--- src/rtl/hive_reg_midi_rx.sv ---
// MIDI serial receiver (8,n,1, LSB first) with a byte FIFO behind one rbus status/data register.
// Optional build macro MIDI_RX_REALTIME_FILTER_EN drops timing-clock (F8) and active-sensing (FE) bytes.
module hive_reg_midi_rx #(
    parameter int                     ALU_W       = 32,
    parameter int                     RBUS_ADDR_W = 4,
    parameter logic [RBUS_ADDR_W-1:0] ADDR        = 4'hB,
    parameter int                     DATA_W      = 8,
    parameter int                     CLK_HZ      = 180000000,
    parameter int                     BAUD_HZ     = 31250,
    parameter int                     FIFO_ADDR_W = 4
) (
    input  logic                   clk_i,
    input  logic                   rst_i,
    input  logic [RBUS_ADDR_W-1:0] rbus_addr_i,
    input  logic                   rbus_wr_i,
    input  logic                   rbus_rd_i,
    input  logic [ALU_W-1:0]       rbus_wr_data_i,
    output logic [ALU_W-1:0]       rbus_rd_data_o,
    input  logic                   midi_rx_i
);

    localparam int BIT_DIV = (CLK_HZ + BAUD_HZ / 2) / BAUD_HZ;
    localparam int CNT_W   = $clog2(BIT_DIV);
    localparam int IDX_W   = (DATA_W > 1) ? $clog2(DATA_W) : 1;
    localparam int DEPTH   = 1 << FIFO_ADDR_W;

    localparam logic [CNT_W-1:0]       CNT_HALF  = CNT_W'(BIT_DIV / 2 - 1);
    localparam logic [CNT_W-1:0]       CNT_FULL  = CNT_W'(BIT_DIV - 1);
    localparam logic [IDX_W-1:0]       IDX_LAST  = IDX_W'(DATA_W - 1);
    localparam logic [FIFO_ADDR_W:0]   CNT_DEPTH = (FIFO_ADDR_W + 1)'(DEPTH);

    typedef enum logic [2:0] {
        ST_IDLE,
        ST_START,
        ST_DATA,
        ST_STOP,
        ST_BRK
    } state_t;

    state_t                 state_q, state_d;
    logic                   sync1_q, sync1_d;
    logic                   sync2_q, sync2_d;
    logic                   prev_q, prev_d;
    logic [CNT_W-1:0]       cnt_q, cnt_d;
    logic [IDX_W-1:0]       idx_q, idx_d;
    logic [DATA_W-1:0]      shift_q, shift_d;
    logic [FIFO_ADDR_W-1:0] wr_ptr_q, wr_ptr_d;
    logic [FIFO_ADDR_W-1:0] rd_ptr_q, rd_ptr_d;
    logic [FIFO_ADDR_W:0]   count_q, count_d;
    logic                   overrun_q, overrun_d;
    logic                   frame_err_q, frame_err_d;
    logic [ALU_W-1:0]       rd_data_q, rd_data_d;
    logic [DATA_W-1:0]      mem_q [DEPTH];

    logic              line;
    logic              fall;
    logic              byte_done;
    logic              frame_set;
    logic              is_rt;
    logic              rd_hit;
    logic              wr_hit;
    logic              not_empty;
    logic              full;
    logic              push_req;
    logic              push_ok;
    logic              pop;
    logic              overrun_set;
    logic [DATA_W-1:0] head;
    logic              unused_wr_data;

    assign unused_wr_data = ^rbus_wr_data_i;

    assign line = sync2_q;
    assign fall = ~sync2_q & prev_q;

`ifdef MIDI_RX_REALTIME_FILTER_EN
    assign is_rt = (shift_q == DATA_W'(8'hF8)) || (shift_q == DATA_W'(8'hFE));
`else
    assign is_rt = 1'b0;
`endif

    always_comb begin
        sync1_d   = midi_rx_i;
        sync2_d   = sync1_q;
        prev_d    = sync2_q;
        state_d   = state_q;
        cnt_d     = cnt_q;
        idx_d     = idx_q;
        shift_d   = shift_q;
        byte_done = 1'b0;
        frame_set = 1'b0;

        // Each state waits for the bit counter to expire, then samples mid-bit.
        unique case (state_q)
            ST_IDLE: begin
                if (fall) begin
                    cnt_d   = CNT_HALF;
                    state_d = ST_START;
                end
            end
            ST_START: begin
                if (cnt_q == '0) begin
                    if (!line) begin
                        cnt_d   = CNT_FULL;
                        idx_d   = '0;
                        state_d = ST_DATA;
                    end else begin
                        state_d = ST_IDLE;
                    end
                end else begin
                    cnt_d = cnt_q - 1'b1;
                end
            end
            ST_DATA: begin
                if (cnt_q == '0) begin
                    shift_d = {line, shift_q[DATA_W-1:1]};
                    cnt_d   = CNT_FULL;
                    if (idx_q == IDX_LAST) begin
                        state_d = ST_STOP;
                    end else begin
                        idx_d = idx_q + 1'b1;
                    end
                end else begin
                    cnt_d = cnt_q - 1'b1;
                end
            end
            ST_STOP: begin
                if (cnt_q == '0) begin
                    if (line) begin
                        byte_done = 1'b1;
                        state_d   = ST_IDLE;
                    end else begin
                        frame_set = 1'b1;
                        state_d   = ST_BRK;
                    end
                end else begin
                    cnt_d = cnt_q - 1'b1;
                end
            end
            ST_BRK: begin
                if (line) begin
                    state_d = ST_IDLE;
                end
            end
            default: begin
                state_d = ST_IDLE;
            end
        endcase
    end

    always_comb begin
        rd_hit      = rbus_rd_i && (rbus_addr_i == ADDR);
        wr_hit      = rbus_wr_i && (rbus_addr_i == ADDR);
        not_empty   = (count_q != '0);
        full        = (count_q == CNT_DEPTH);
        head        = not_empty ? mem_q[rd_ptr_q] : '0;
        pop         = rd_hit & not_empty;
        push_req    = byte_done & ~is_rt & ~wr_hit;
        // A pop in the same cycle frees the slot, so a full FIFO can still accept.
        push_ok     = push_req & (~full | pop);
        overrun_set = push_req & full & ~pop;

        wr_ptr_d = wr_ptr_q;
        rd_ptr_d = rd_ptr_q;
        count_d  = count_q;
        if (wr_hit) begin
            wr_ptr_d = '0;
            rd_ptr_d = '0;
            count_d  = '0;
        end else begin
            if (push_ok) begin
                wr_ptr_d = wr_ptr_q + 1'b1;
            end
            if (pop) begin
                rd_ptr_d = rd_ptr_q + 1'b1;
            end
            if (push_ok && !pop) begin
                count_d = count_q + 1'b1;
            end else if (!push_ok && pop) begin
                count_d = count_q - 1'b1;
            end
        end

        overrun_d   = overrun_set | (overrun_q & ~rd_hit & ~wr_hit);
        frame_err_d = frame_set | (frame_err_q & ~rd_hit & ~wr_hit);

        rd_data_d = '0;
        if (rd_hit) begin
            rd_data_d[ALU_W-1]    = not_empty;
            rd_data_d[ALU_W-2]    = overrun_q;
            rd_data_d[ALU_W-3]    = frame_err_q;
            rd_data_d[DATA_W-1:0] = head;
        end
    end

    always_ff @(posedge clk_i) begin
        if (rst_i) begin
            sync1_q     <= 1'b1;
            sync2_q     <= 1'b1;
            prev_q      <= 1'b1;
            state_q     <= ST_IDLE;
            cnt_q       <= '0;
            idx_q       <= '0;
            shift_q     <= '0;
            wr_ptr_q    <= '0;
            rd_ptr_q    <= '0;
            count_q     <= '0;
            overrun_q   <= 1'b0;
            frame_err_q <= 1'b0;
            rd_data_q   <= '0;
        end else begin
            sync1_q     <= sync1_d;
            sync2_q     <= sync2_d;
            prev_q      <= prev_d;
            state_q     <= state_d;
            cnt_q       <= cnt_d;
            idx_q       <= idx_d;
            shift_q     <= shift_d;
            wr_ptr_q    <= wr_ptr_d;
            rd_ptr_q    <= rd_ptr_d;
            count_q     <= count_d;
            overrun_q   <= overrun_d;
            frame_err_q <= frame_err_d;
            rd_data_q   <= rd_data_d;
        end
    end

    // Storage needs no reset; occupancy is tracked entirely by count_q.
    always_ff @(posedge clk_i) begin
        if (!rst_i && push_ok) begin
            mem_q[wr_ptr_q] <= shift_q;
        end
    end

    assign rbus_rd_data_o = rd_data_q;

endmodule

--- config.mk ---
export PLATFORM = sky130hd
export DESIGN_NAME = hive_reg_midi_rx
export DESIGN_NICKNAME = d
export VERILOG_FILES = /design/src/rtl/hive_reg_midi_rx.sv
export SDC_FILE = /design/constraint.sdc
export NUM_CORES = 1
export LEC_CHECK = 0
export ABC_AREA = 1
export ABC_CLOCK_PERIOD_IN_PS = 6640
export BUFFER_PORTS_ARGS = -buffer_cell sky130_fd_sc_hd__buf_2
export CAP_MARGIN = 30
export CORE_MARGIN = 2
export CORE_UTILIZATION = 35
export DETAILED_ROUTE_END_ITERATION = 7
export PLACE_DENSITY = 0.58
export RECOVER_POWER = 25
export SYNTH_ARGS = -nofsm -noshare
export SYNTH_HDL_FRONTEND = slang
export SYNTH_SLANG_ARGS = --single-unit
--- constraint.sdc ---
create_clock -name clk_i -period 6.64 [get_ports clk_i]
set_input_delay 0.664 -clock clk_i [delete_from_list [all_inputs] [get_ports clk_i]]
set_output_delay 0.664 -clock clk_i [all_outputs]
set_load 0.02 [all_outputs]
# == Word level (Yosys, flattened, before mapping) ==
# Memory sizes are Yosys's and may differ from the RTL's. A register that Yosys moved wholly into a read port is not among the register bits.
# Cells that the tools add are included.
# op_classes
n_addsub,6
eq_ne,17
mux,30
n_bitwise,19
reduce_logical,21
# ops
op,n
13-bit 2-to-1 mux,5
13-bit case mux with 4 select lines,1
3-bit 2-to-1 mux,11
2-bit != test (second input constant),9
3-bit case mux with 5 select lines,1
13-bit logical NOT,1
13-bit by 1-bit subtractor with 13-bit output (second input constant),1
1-bit AND,10
5-bit 2-to-1 mux,2
4-bit by 1-bit adder with 4-bit output (second input constant),2
1-bit 2-to-1 mux,8
3-bit by 2-bit equality test with 1-bit output (second input constant),2
3-bit equality test (second input constant),2
1-bit NOT,6
3-bit case mux with 2 select lines,1
6-bit AND reduction,1
5-bit by 1-bit adder with 5-bit output (second input constant),1
5-bit equality test (second input constant),1
1-bit logical AND,5
5-bit AND reduction,1
5-bit nonzero test,1
5-bit by 1-bit subtractor with 5-bit output (second input constant),1
4-bit equality test (second input constant),1
4-bit AND reduction,1
other kinds (12),18
# totals
reg_bits,69
ram_bits,128
input_bits,41
output_inout_bits,32
word_cells,108
n_memories,1
# mem_list
memory,depth,word_bits,read_ports,rd_clocked_by_memory_dff,wr,line,text
mem_q,16,8,1,1,1,53,logic [DATA_W-1:0] mem_q [DEPTH];

# == Depth between registers and ports, before layout ==
# depth
word_depth,9
ltp_mapped,19
ltp_nobuf,19

# == Worst setup path before layout ==
# OpenSTA, ideal clock, no wires.
# synth_path
path_type,input to register
start,in rbus_addr_i[3]
end,reg count_q[4]
setup_ns,0.113
t_arrival_ns,2.528
required_ns,6.527
setup_slack_ns,4.000
cell_stages,17
path_buffers,0
path_cell_list,nand2_1 -> inv_1 -> nand4_1 -> nand3_2 -> nor2_4 -> nand2_4 -> inv_2 -> ha_1 -> inv_1 -> fa_1 -> a21o_1 -> a21oi_1 -> nor2_1 -> nor2_1 -> nand2_1 -> nor2_1 -> nor2_1
# synth_via
elab_chain_cells,8
word_cells_on_any_way,15
classes_between,eq/ne: 1; mux: 1; bitwise: 5; reduce/logical: 8
# synth_lines
item,line,text
start: declaration,14,"input logic [RBUS_ADDR_W-1:0] rbus_addr_i,"
4-bit equality test (*),"152, 153",
1-bit logical AND (on tied branches),"152, 153",
1-bit AND / 1-bit NOT (equally long branches),"157, 158",
1-bit OR / 1-bit AND (equally long branches),"160, 158",
1-bit AND,160,push_ok = push_req & (~full | pop);
1-bit logical NOT,179,end else if (!push_ok && pop) begin
1-bit logical AND,179,
2-bit nonzero test (no source line),--,
end signal: assignment,221,count_q <= count_d;
end: declaration,49,"logic [FIFO_ADDR_W:0] count_q, count_d;"
# Every way passes the cells marked *; elsewhere a longest branch is shown, timed or not.
# A chain may end at the register's enable or synchronous reset.

# == Final worst setup path ==
# layout_path
start,reg cnt_q[0]
end,reg count_q[4]
# layout_via
elab_chain_cells,8
word_cells_on_any_way,10
classes_between,mux: 3; bitwise: 2; reduce/logical: 5
# layout_lines
item,line,text
start: declaration,44,"logic [CNT_W-1:0] cnt_q, cnt_d;"
start signal: assignment,216,cnt_q <= cnt_d;
13-bit logical NOT (*),128,if (cnt_q == '0) begin
1-bit 2-to-1 mux (*),128,
1-bit 2-to-1 mux (*),94,unique case (state_q)
1-bit AND (*),158,push_req = byte_done & ~is_rt & ~wr_hit;
1-bit AND (*),160,
1-bit logical NOT,179,
1-bit logical AND,179,
2-bit nonzero test (no source line),--,
# Marks and branches as above.

==> impl_metrics.env <==
export IMPL_global_route_usage_met2=0.234
export IMPL_vias=5514
export IMPL_synth_edf_count=128
export IMPL_grtUsageMet1=0.211
export IMPL_synth_area_per_cell_sq_um=9.79
export IMPL_post_cts_buffers=0
export IMPL_core_sq_mm=0.0228
export IMPL_antenna_found_initial=0
export IMPL_synthCells=832
export IMPL_finalMaxSlewViolations=0
export IMPL_overflow=0
export IMPL_skew_ns=0.00998
export IMPL_synth_seq_cells=184
export IMPL_synth_ff_type="edfxtp_1"
export IMPL_vdd_drop_max_mv=0.229
export IMPL_ios=73
export IMPL_cts_made_buffers=17
export IMPL_max_cap_violations=0
export IMPL_dr_pass1_iters=7
export IMPL_outcome="complete, no violations"
export IMPL_worst_path_max_fanout=11
export IMPL_h_tree_depth=4
export IMPL_grt_use_met3=0.0274
export IMPL_final_common_cell="nor2_1"
export IMPL_ant_nets=0
export IMPL_clock_sinks=184
export IMPL_setup_tns_ns=0
export IMPL_die_x_um=157
export IMPL_power_total_mw=2.87
export IMPL_synth_warnings=0
export IMPL_cts_hold_buf=0
export IMPL_place_hpwl_mm=10.7
export IMPL_ys_seq_area_frac=0.609
export IMPL_num_antenna_cells=0
export IMPL_dpl_cell_area_sq_mm=0.00841
export IMPL_top_usage_layer="met2"
export IMPL_setup_viol=0
export IMPL_clk_path_buf_depth=2
export IMPL_routed_via_density=4.72
export IMPL_area_growth_pct=10.4
export IMPL_power_density_mw_per_mm2=319
export IMPL_hold_viol=0
export IMPL_grt_use_total=0.150
export IMPL_wirelength_mm=17.4
export IMPL_path_class="register to register"
export IMPL_cts_tree="yes"
export IMPL_drt_iter0_markers=442
export IMPL_relSlewSlack=0.371
export IMPL_synthArstFlopShare=0
export IMPL_cp_start_kind="register"
export IMPL_die_area_sq_mm=0.0245
export IMPL_grt_first_pass_wirelength_mm=28.0
export IMPL_cts_root_buf="clkbuf_16"
export IMPL_drc=0
export IMPL_finalCriticalPeriod_ns=3.15
export IMPL_clock_latency_ns=0.43
export IMPL_critPathRequiredTime_ns=7.01
export IMPL_synth_cell_type_count=39
export IMPL_initial_core_util=0.358
export IMPL_place_inst=1136
export IMPL_hold_path_class="register to register"
export IMPL_final_cells=1168
export IMPL_port_buffers=19
export IMPL_rows=55
export IMPL_layout_nets=897
export IMPL_arrival_ns=3.52
export IMPL_drive_gt1_frac=0.0971
export IMPL_ctsResizeCount=0
export IMPL_layout_common_cells="nor2_1 (176), edfxtp_1 (128), o21ai_0 (111)"
export IMPL_cp_end_kind="register"
export IMPL_wl_per_cell_um=14.9
export IMPL_period_share=0.475
export IMPL_first_global_vias=5173
export IMPL_syn_cell_area_sq_mm=0.00815
export IMPL_rsz0062_at_grt="false"
export IMPL_fin_area_sq_mm=0.00899
export IMPL_max_freq_ghz=0.317
export IMPL_tightest_slew_ns=0.940
export IMPL_gp_congestion=0.808
export IMPL_p_leak_nw=3.20
export IMPL_clkTransAtPathRegs_ns=0.07
export IMPL_die_h_um=157
export IMPL_grt_max_degree=68
kinds of logic after synthesis:
logic type                 synth area share
adders and majority gates            0.0224
other                              0.000460
buffers and inverters                0.0650
AOI/OAI and AO/OA                     0.107
and+or+nand+nor                       0.191
xor gates and xnor gates            0.00538
DFF                                   0.609
flip-flops by register name, indices dropped and copies added (netlist names):
register	count
mem_q	128
cnt_q	13
rbus_rd_data_o	11
shift_q	8
count_q	5
rd_ptr_q	4
wr_ptr_q	4
idx_q	3
state_q	3
frame_err_q	1
line	1
overrun_q	1
prev_q	1
sync1_q	1
stage by stage:
| step | hold slack [ns] | utilization | worst slack (ns) |
|---|---|---|---|
| finish | 0.410 | 0.395 | 3.49 |
| detailed placement | 0.394 | 0.369 | 3.51 |
| floorplan | 0.389 | - | 4.00 |
| global route | 0.401 | 0.395 | 3.13 |
| CTS | 0.398 | 0.395 | 3.47 |
| global placement | 0.396 | 0.369 | 3.50 |
area by class of cell:
type / count / area [sq um]
Clock buffer: 19 / 454
Timing Repair Buffer: 22 / 116
Fill cell: 2207 / 13800
Sequential cell: 184 / 4970
Clock inverter: 13 / 128
Inverter: 54 / 205
Tap cell: 313 / 392
Multi-Input combinational cell: 563 / 2730
final timing paths:
| path | startpoint | endpoint | slack (ns) | cells after the start |
|---|---|---|---|---|
| setup / recovery | cnt_q[0]$_SDFFE_PP0P_ | count_q[4]$_SDFFE_PP0P_ | 3.49 | 19 |
| hold / removal | sync1_q$_SDFF_PP1_ | line$_SDFF_PP1_ | 0.41 | 1 |
| setup reg to reg | cnt_q[0]$_SDFFE_PP0P_ | count_q[4]$_SDFFE_PP0P_ | 3.49 | 19 |
| hold reg to reg | sync1_q$_SDFF_PP1_ | line$_SDFF_PP1_ | 0.41 | 1 |
routing by layer:
layer | routed length (um) | vias up
met2 | 7930 | 118
li1 | - | 2806
met4 | 264 | 0
met3 | 744 | 18
met1 | 8490 | 2572
met5 | 0 | -
power breakdown:
group / switching, mW / internal [mW]
Combinational: 0.353 / 0.168
Clock: 0.456 / 0.549
Sequential: 0.0645 / 1.28
Total: 0.873 / 1.99
Yosys cell counts (all sizes together) (2+ instances only):
master | number | area share
o21ai | 123 | 0.076
xor2 | 3 | 0.0032
xnor2 | 2 | 0.0022
nor3 | 15 | 0.0092
nand3 | 35 | 0.023
edfxtp | 128 | 0.47
dfxtp | 56 | 0.14
buf | 41 | 0.035
clkinv | 2 | 0.00092
inv | 52 | 0.024
ha | 13 | 0.020
o211ai | 8 | 0.0074
nand4 | 11 | 0.0084
nand2 | 111 | 0.056
clkbuf | 10 | 0.0046
or2 | 2 | 0.0015
a21oi | 29 | 0.020
a21o | 2 | 0.0018
nor2 | 184 | 0.091
critical path, cell delays in order (launching register included):
cell and delay, ns:
dfxtp_1 0.33, inv_1 0.14, ha_1 0.22, nand3_1 0.10, nor3_1 0.13, nand2_1 0.31
nor2_4 0.22, nand2_4 0.11, inv_2 0.09, ha_1 0.18, inv_1 0.11, fa_1 0.41
a21o_1 0.18, a21oi_1 0.17, nor2_1 0.06, nor2_1 0.08, nand2_1 0.07, nand2_1 0.06
nand2_1 0.04, nor2_1 0.08
Power figures use the tool's default switching activity.
